<file path="src/rtl/serial_subtractor.sv">
// serial_subtractor: drives an external full-subtractor cell one bit per clock, LSB first,
// collecting the difference in a shift register and the final borrow in bout.
module serial_subtractor #(
  parameter int WIDTH = 8
) (
  input  logic             clk,
  input  logic             rst_n,
  input  logic             start,
  input  logic [WIDTH-1:0] a,
  input  logic [WIDTH-1:0] b,
  input  logic             bin,
  output logic             fs_a,
  output logic             fs_b,
  output logic             fs_c,
  input  logic             fs_diff,
  input  logic             fs_borrow,
  output logic             busy,
  output logic             done,
  output logic [WIDTH-1:0] diff,
  output logic             bout
);
  localparam int CW = WIDTH > 1 ? $clog2(WIDTH) : 1;
  typedef enum logic [1:0] {IDLE, SHIFT, DONE} state_t;
  state_t           state_q, state_d;
  logic [WIDTH-1:0] a_q, a_d, b_q, b_d, diff_q, diff_d;
  logic             borrow_q, borrow_d, bout_q, bout_d;
  logic [CW-1:0]    count_q, count_d;
  logic             shift, last;
  assign shift = state_q == SHIFT;
  assign last  = count_q == CW'(WIDTH - 1);
  assign fs_a  = shift & a_q[0];
  assign fs_b  = shift & b_q[0];
  assign fs_c  = shift & borrow_q;
  assign busy  = shift;
  assign done  = state_q == DONE;
  assign diff  = diff_q;
  assign bout  = bout_q;
  always_comb begin
    state_d  = state_q;
    a_d      = a_q;
    b_d      = b_q;
    borrow_d = borrow_q;
    count_d  = count_q;
    diff_d   = diff_q;
    bout_d   = bout_q;
    if (shift) begin
      a_d      = a_q >> 1;
      b_d      = b_q >> 1;
      borrow_d = fs_borrow;
      count_d  = count_q + CW'(1);
      diff_d   = WIDTH'({fs_diff, diff_q} >> 1);
      if (last) begin
        bout_d  = fs_borrow;
        state_d = DONE;
      end
    end else if (start) begin
      a_d      = a;
      b_d      = b;
      borrow_d = bin;
      count_d  = '0;
      state_d  = SHIFT;
    end else begin
      state_d = IDLE;
    end
  end
  always_ff @(posedge clk or negedge rst_n) begin
    if (!rst_n) begin
      state_q  <= IDLE;
      a_q      <= '0;
      b_q      <= '0;
      borrow_q <= 1'b0;
      count_q  <= '0;
      diff_q   <= '0;
      bout_q   <= 1'b0;
    end else begin
      state_q  <= state_d;
      a_q      <= a_d;
      b_q      <= b_d;
      borrow_q <= borrow_d;
      count_q  <= count_d;
      diff_q   <= diff_d;
      bout_q   <= bout_d;
    end
  end
endmodule

</file>
<file path="config.mk">
export PLATFORM = sky130hd
export DESIGN_NAME = serial_subtractor
export DESIGN_NICKNAME = d
export VERILOG_FILES = /design/src/rtl/serial_subtractor.sv
export SDC_FILE = /design/constraint.sdc
export NUM_CORES = 1
export LEC_CHECK = 0
export CORE_MARGIN = 5
export CORE_UTILIZATION = 49
export CTS_CLUSTER_SIZE = 14
export DETAILED_ROUTE_END_ITERATION = 7
export GPL_TIMING_DRIVEN = 0
export HOLD_SLACK_MARGIN = 0.15
export PLACE_DENSITY = 0.75
export SLEW_MARGIN = 25
export SYNTH_ARGS = -nofsm -noshare
export SYNTH_HDL_FRONTEND = slang
export SYNTH_SLANG_ARGS = --single-unit
export TNS_END_PERCENT = 20
</file>
<file path="constraint.sdc">
create_clock -name clk -period 1.5 [get_ports clk]
set_input_delay 0.375 -clock clk [delete_from_list [all_inputs] [get_ports clk]]
set_output_delay 0.375 -clock clk [all_outputs]
set_load 0.005 [all_outputs]
</file>
==> reports/summary.txt, run 1 <==
Status - finished with violations
Failing checks - setup timing
Mean area per synthesized cell - 16.0 um^2
Via count - 906
CTS tree - built
Sequential area share after synthesis - 0.499
PnR Total Power - 3.73 mW
Global-route wire length before repair - 5.03 mm
Detailed-route vias per instance - 4.74
H-tree depth - 2
PD cells - 1800 mW/mm^2
Critical Path AT - 1.32 ns
Routed WL - 2.95 mm
Vias in the first global route - 1047
Initial antenna violation count - 0
Final setup vio count - 4
Hold Startpoint - count_q[0]$_DFFE_PN0P_
Post-route ant nets - 0
Worst r2r dst - diff[1]$_DFFE_PN0N_
Area leader, netlist - dfrtp_1
Final estimated routing congestion in global placement - 0.684
Hold EP - count_q[0]$_DFFE_PN0P_
Total grt overflow - 0
Flops & latches, synth - 31
Drt drc - 0
Type of the most critical hold path - reg -> reg
Normalized max-slew margin - 0.539
Hpwl dp - 1.97 mm
GRT Total Usage - 0.155
Final worst slack - -0.197 ns
R2r startpoint - state_q[1]$_DFFE_PN0P_
Multi-input logic area - 729 um^2
Wire per inst - 15.4 um
YS warnings - 0
Io pins - 36
Placed instance count - 176
Die H - 66.3 um
Worst skew pair latency - 0.32 ns
Post-synth EDFFs - 0
Die Area - 0.00440 mm^2
Asr flop ratio synth - 1.00
Storage cell area - 776 um^2
Top FF cell, synth - dfrtp_1
Largest net degree at the start of global routing - 32
Clk pin slew, worst setup/hold paths - 0.08 ns
First DRT Iteration DRCs - 35
Synthesized Nets - 121
Worst Path Required - 1.12 ns
Post-Syn Instances - 97
P_leak - 1.01 nW
Starting density of the core - 0.509
Final period util - 1.13
R2r setup slk - 0.12 ns
Top-count cell post-synth - mux2_4
Core box area - 0.00305 mm^2
Crit. End Element - output pin
Top cell type's share of synthesized area - 0.499
Area growth from synthesis to layout - 33.1%
IR drop worst, VDD - 1.03 mV
Nets - 170
RSZ-0062 raised after global routing - true
Fraction of layout cells with a size suffix above 1 - 0.476
PortBufs - 35
Die width - 66.3 um
Tmin final - 1.70 ns
Actual slew at the worst max-slew pin - 0.692 ns
Sink Count - 31
Cells on worst reg2reg path - 6
Initial DRT Pass Iterations - 4
Clk root buf - clkbuf_4
Synth cell count leaders - mux2_4 (32), dfrtp_1 (31), mux2_2 (9), buf_6 (5), mux2i_1 (4)
Hold Path Stages - 1
Row cnt - 20
Non-filler cells, final - 191
CTS Buffer Depth - 2
Final hold vios - 0
Ranking of synthesized cells by area - dfrtp_1 (50%), mux2_4 (31%), mux2_2 (6.5%), buf_6 (3.6%), mux2i_1 (2.6%)
Slew Limit Fails - 0
Cell variety after synth - 12
Fmax - 589 MHz
Filler cell count - 262
Cell area after synthesis - 0.00156 mm^2
WS Path Type - reg -> out
Worst setup SP type - flop
Worst clock skew - 0.00793 ns
Max_cap viols - 0
N_diodes - 0
CTS buffer count - 5
Max FO, Critical Path - 3
## cell type report
class,instances,area share
clock buffers,7,0.0218
plain buffers,4,0.0218
repair buffers,43,0.193
well taps,44,0.0266
inverters,3,0.00725
multi-input cells,58,0.352
flip-flops and latches,31,0.375
clock inverters,1,0.00242
## where the power goes
part           internal [mW]  switching [mW]
Clock                  0.182           0.272
Sequential              1.19           0.217
Combinational           1.26           0.601
## critical path, cell delays in order (launching register included)
cell and delay (ns):
dfrtp_1 0.37, nand2b_4 0.15, clkinvlp_4 0.12, buf_6 0.14, and2_4 0.13, buf_6 0.11
## cell families (layout without fill, tap and decap cells)
logic type                 count (synthesis)  after routing  share of synthesized area
and+or+nand+nor                           11             11                     0.0418
adders and majority gates                  2              2                     0.0161
DFF                                       31             31                      0.499
buffers and inverters                      8             58                     0.0434
muxes                                     45             45                      0.400
## how the worst max path moves through the flow
stage                                      start               end  slack [ns]  cells past startpoint
after floorplan           state_q[1]$_DFFE_PN0P_              fs_a        0.20                      4
after global placement                     rst_n  bout$_DFFE_PN0P_       -0.49                      1
after detailed placement  state_q[1]$_DFFE_PN0P_              fs_c       -0.40                      5
after CTS                 state_q[1]$_DFFE_PN0P_              fs_c       -0.27                      6
after global routing      state_q[1]$_DFFE_PN0P_              fs_c       -0.27                      5
final                     state_q[1]$_DFFE_PN0P_              fs_c       -0.20                      5
## state kept, by name (all words and copies together) (netlist names)
name	count
state_q	2
bout	1
diff	8
a_q	8
borrow_q	1
b_q	8
count_q	3
## layer usage
| metal | GRT usage | up-vias | share of wire |
|---|---|---|---|
| li1 | - | 435 | - |
| met1 | 0.191 | 435 | 0.48 |
| met2 | 0.233 | 31 | 0.43 |
| met3 | 0.0714 | 5 | 0.079 |
| met4 | 0.0609 | 0 | 0.013 |
| met5 | 0 | - | 0 |
## cells in the final DEF, fill, tap and decap left out, drive strengths merged
cell type and count:
mux2 41, dfrtp 31, clkdlybuf4s50 19, buf 17, dlygate4sd2 9, clkbuf 7, mux2i 4, and2 3
nor2b 3, inv 2, nor2 2, ha 2, nand2b 2, clkinvlp 1, nand3b 1, clkinv 1
dlygate4sd3 1, dlymetal6s2s 1
## through the flow
| stage | hold WS (ns) | worst slack [ns] | util | TNS, ns | instance area, um^2 |
|---|---|---|---|---|---|
| 3_5_place_dp | 0.459 | -0.396 | 0.641 | -6.47 | 1960 |
| 4_1_cts | 0.521 | -0.267 | 0.677 | -0.984 | 2070 |
| 5_1_grt | 0.537 | -0.274 | 0.678 | -0.972 | 2070 |
| 6_report | 0.517 | -0.197 | 0.678 | -0.659 | 2070 |
| 3_3_place_gp | 0.467 | -0.493 | 0.642 | -21.28 | 1960 |
| 2_1_floorplan | 0.0794 | 0.205 | - | 0 | 1560 |
## repair_timing
| item | CTS | global route |
|---|---|---|
| endpoints found under the hold margin | 31 | 0 |
| setup endpoints to repair | 14 | 9 |
| pin swaps | 3 | 0 |
| hold buffers | 1 | 0 |
| setup buffers | 7 | 0 |
| resized for setup | 37 | 4 |
Power figures use the tool's default switching activity.
==> inputs of run 2 (changes only) <==
--- a/config.mk
+++ b/config.mk
@@ -5,13 +5,13 @@
 export SDC_FILE = /design/constraint.sdc
 export NUM_CORES = 1
 export LEC_CHECK = 0
-export CORE_MARGIN = 5
-export CORE_UTILIZATION = 49
+export CORE_UTILIZATION = 34
 export CTS_CLUSTER_SIZE = 14
 export DETAILED_ROUTE_END_ITERATION = 7
 export GPL_TIMING_DRIVEN = 0
 export HOLD_SLACK_MARGIN = 0.15
-export PLACE_DENSITY = 0.75
+export PLACE_DENSITY = 0.55
+export SKIP_LAST_GASP = 1
 export SLEW_MARGIN = 25
 export SYNTH_ARGS = -nofsm -noshare
 export SYNTH_HDL_FRONTEND = slang
==> run 2 against run 1 <==
Compared with the run above:
- the flow still finishes with violations (setup timing)
- power up 12%
- setup slack better by 0.069 ns
- combinational power up 10%
- worst hold slack worse by 0.066 ns
- maximum frequency up 4.2%
- routed wire length up 5.1%
- clock power up 56%
- critical endpoint is now fs_b
==> reports/summary.txt, run 2 (synthesized netlist as in run 1, its figures left out) <==
First DRT Iteration DRCs - 34 (-2.9%)
Cells on worst reg2reg path - 4 (-2)
Clk root buf - clkbuf_8
Commonest non-fill, non-tap cell in the layout - mux2_4
Core box area - 0.00438 mm^2 (+44%)
Status - finished with violations
Detailed-route vias per instance - 4.62 (-2.5%)
Post-route ant nets - 0 (unchanged)
Area growth from synthesis to layout - 41.4%
GRT Total Usage - 0.144 (-0.0110)
Global-route wire length before repair - 5.29 mm (+5.2%)
Via count - 943 (+4.1%)
Commonest non-fill, non-tap cells in the layout - mux2_4 (32), dfrtp_1 (31), clkdlybuf4s50_1 (28), buf_6 (11), mux2_2 (9)
P_leak - 1.05 nW (+4.2%)
Worst clock skew - 0.00628 ns (-0.00165 ns)
Hold slack - 0.451 ns (-0.0656 ns)
Worst skew pair latency - 0.28 ns (-0.04 ns)
PnR Total Power - 4.18 mW (+12%)
P_int - 3.05 mW (+16%)
PD cells - 1900 mW/mm^2 (+5.5%)
Worst r2r dst - bout$_DFFE_PN0P_
Slew Limit Fails - 0 (unchanged)
IR drop worst, VDD - 0.961 mV (-6.4%)
Crit. End Element - output pin
CTS tree - built
Drt drc - 0 (unchanged)
CTS Buffer Depth - 2 (unchanged)
Power share of the combinational group - 0.491 (-0.008)
Fmax - 614 MHz (+4.2%)
Critical Path AT - 1.25 ns (-0.07 ns)
Clock Power Share - 0.170 (+0.048)
Normalized max-slew margin - 0.877 (+0.338)
Largest net degree at the start of global routing - 28 (-13%)
Final core utilization - 0.502 (-0.177)
Worst setup SP type - flop
Row cnt - 24 (+20%)
Initial DRT Pass Iterations - 3 (-1)
H-tree depth - 2 (unchanged)
Final setup vio count - 25 (+21)
Final estimated routing congestion in global placement - 0.698 (+2.0%)
Sw Ratio - 0.270 (-0.0218)
Initial antenna violation count - 0 (unchanged)
Total grt overflow - 0 (unchanged)
Final hold vios - 0 (unchanged)
RSZ-0062 raised after global routing - true
N_diodes - 0 (unchanged)
Fraction of layout cells with a size suffix above 1 - 0.493 (+0.0172)
Vias in the first global route - 1065 (+1.7%)
Nets - 175 (+2.9%)
Sequential power share - 0.339 (-0.040)
Worst Path Required - 1.12 ns (about the same)
Hpwl dp - 2.05 mm (+4.1%)
PortBufs - 35 (unchanged)
Final worst slack - -0.128 ns (+0.0690 ns)
Max FO, Critical Path - 3 (unchanged)
Die width - 69.6 um (+5.0%)
Io pins - 36 (unchanged)
R2r startpoint - count_q[0]$_DFFE_PN0P_
Tmin final - 1.63 ns (-0.0690 ns)
Failing checks - setup timing
Filler cell count - 383 (+46%)
Die Area - 0.00485 mm^2 (+10%)
Type of the most critical hold path - in -> async
Sink Count - 31 (unchanged)
Starting density of the core - 0.355 (-0.155)
WS Path Type - reg -> out
CTS buffer count - 5 (unchanged)
Final period util - 1.09 (-0.0460)
R2r setup slk - 0.11 ns (about the same)
Routed WL - 3.10 mm (+5.1%)
Max_cap viols - 0 (unchanged)
Die H - 69.6 um (+5.0%)
Clk pin slew, worst setup/hold paths - 0.06 ns (-0.02 ns)
Actual slew at the worst max-slew pin - 0.184 ns (-0.508 ns)
Wire per inst - 15.2 um (-1.6%)
Switching power - 1.13 mW (+3.7%)
-- run 2: layout make-up --
| cell class | instances | area [um^2] | share of cell area |
|---|---|---|---|
| Clock buffer | 8 | 100 | 0.0455 |
| Sequential cell | 31 | 776 | 0.353 |
| Buffer | 4 | 45.0 | 0.0205 |
| Tap cell | 52 | 65.1 | 0.0296 |
| Timing Repair Buffer | 48 | 472 | 0.214 |
| Inverter | 3 | 15.0 | 0.00683 |
| Multi-Input combinational cell | 58 | 727 | 0.330 |
-- run 2: repair_timing --
item | in CTS | in global routing
hold endpoints to repair | 31 | 0
pin swaps | 3 | 0
gates resized for setup | 29 | 3
setup buffers | 10 | 2
cloned | 0 | 0
hold buffers | 1 | 0
endpoints found under the setup margin | 28 | 28
-- run 2: critical path, cell delays in order (launching register included) --
cell        delay [ns]
dfrtp_1           0.41
nand2b_4          0.10
clkinvlp_4        0.11
buf_6             0.13
and2_4            0.13
buf_6             0.10
-- run 2: power by group through the flow --
stage	Clock, mW	Sequential [mW]	Combinational (mW)
CTS	0.738	1.43	2.05
detailed placement	0	1.43	1.79
global route	0.772	1.47	2.22
finish	0.709	1.42	2.05
global placement	0	1.42	1.75
floorplan	0	1.38	1.18
-- run 2: per-layer routing --
layer	global-route usage	wire length, um	share of wire
met4	0.0667	45	0.015
met1	0.187	1480	0.48
met3	0.0465	169	0.055
met2	0.217	1410	0.45
met5	0	0	0
-- run 2: stage by stage --
step	setup slack, ns	cell area (um^2)	instances	TNS [ns]
floorplan	0.205	1560	97	0
global placement	-0.570	1970	184	-24.04
detailed placement	-0.428	1990	185	-6.37
CTS	-0.229	2180	203	-1.74
global route	-0.202	2200	204	-2.13
finish	-0.128	2200	204	-1.26
-- run 2: worst max path at each step --
stage                  endpoint  slack, ns              startpoint
2_1_floorplan              fs_a       0.20  state_q[1]$_DFFE_PN0P_
3_3_place_gp   bout$_DFFE_PN0P_      -0.57                   rst_n
3_5_place_dp               fs_c      -0.43  state_q[1]$_DFFE_PN0P_
4_1_cts                    fs_a      -0.23  state_q[1]$_DFFE_PN0P_
5_1_grt                    fs_c      -0.20  state_q[0]$_DFFE_PN0P_
6_report                   fs_b      -0.13  state_q[0]$_DFFE_PN0P_
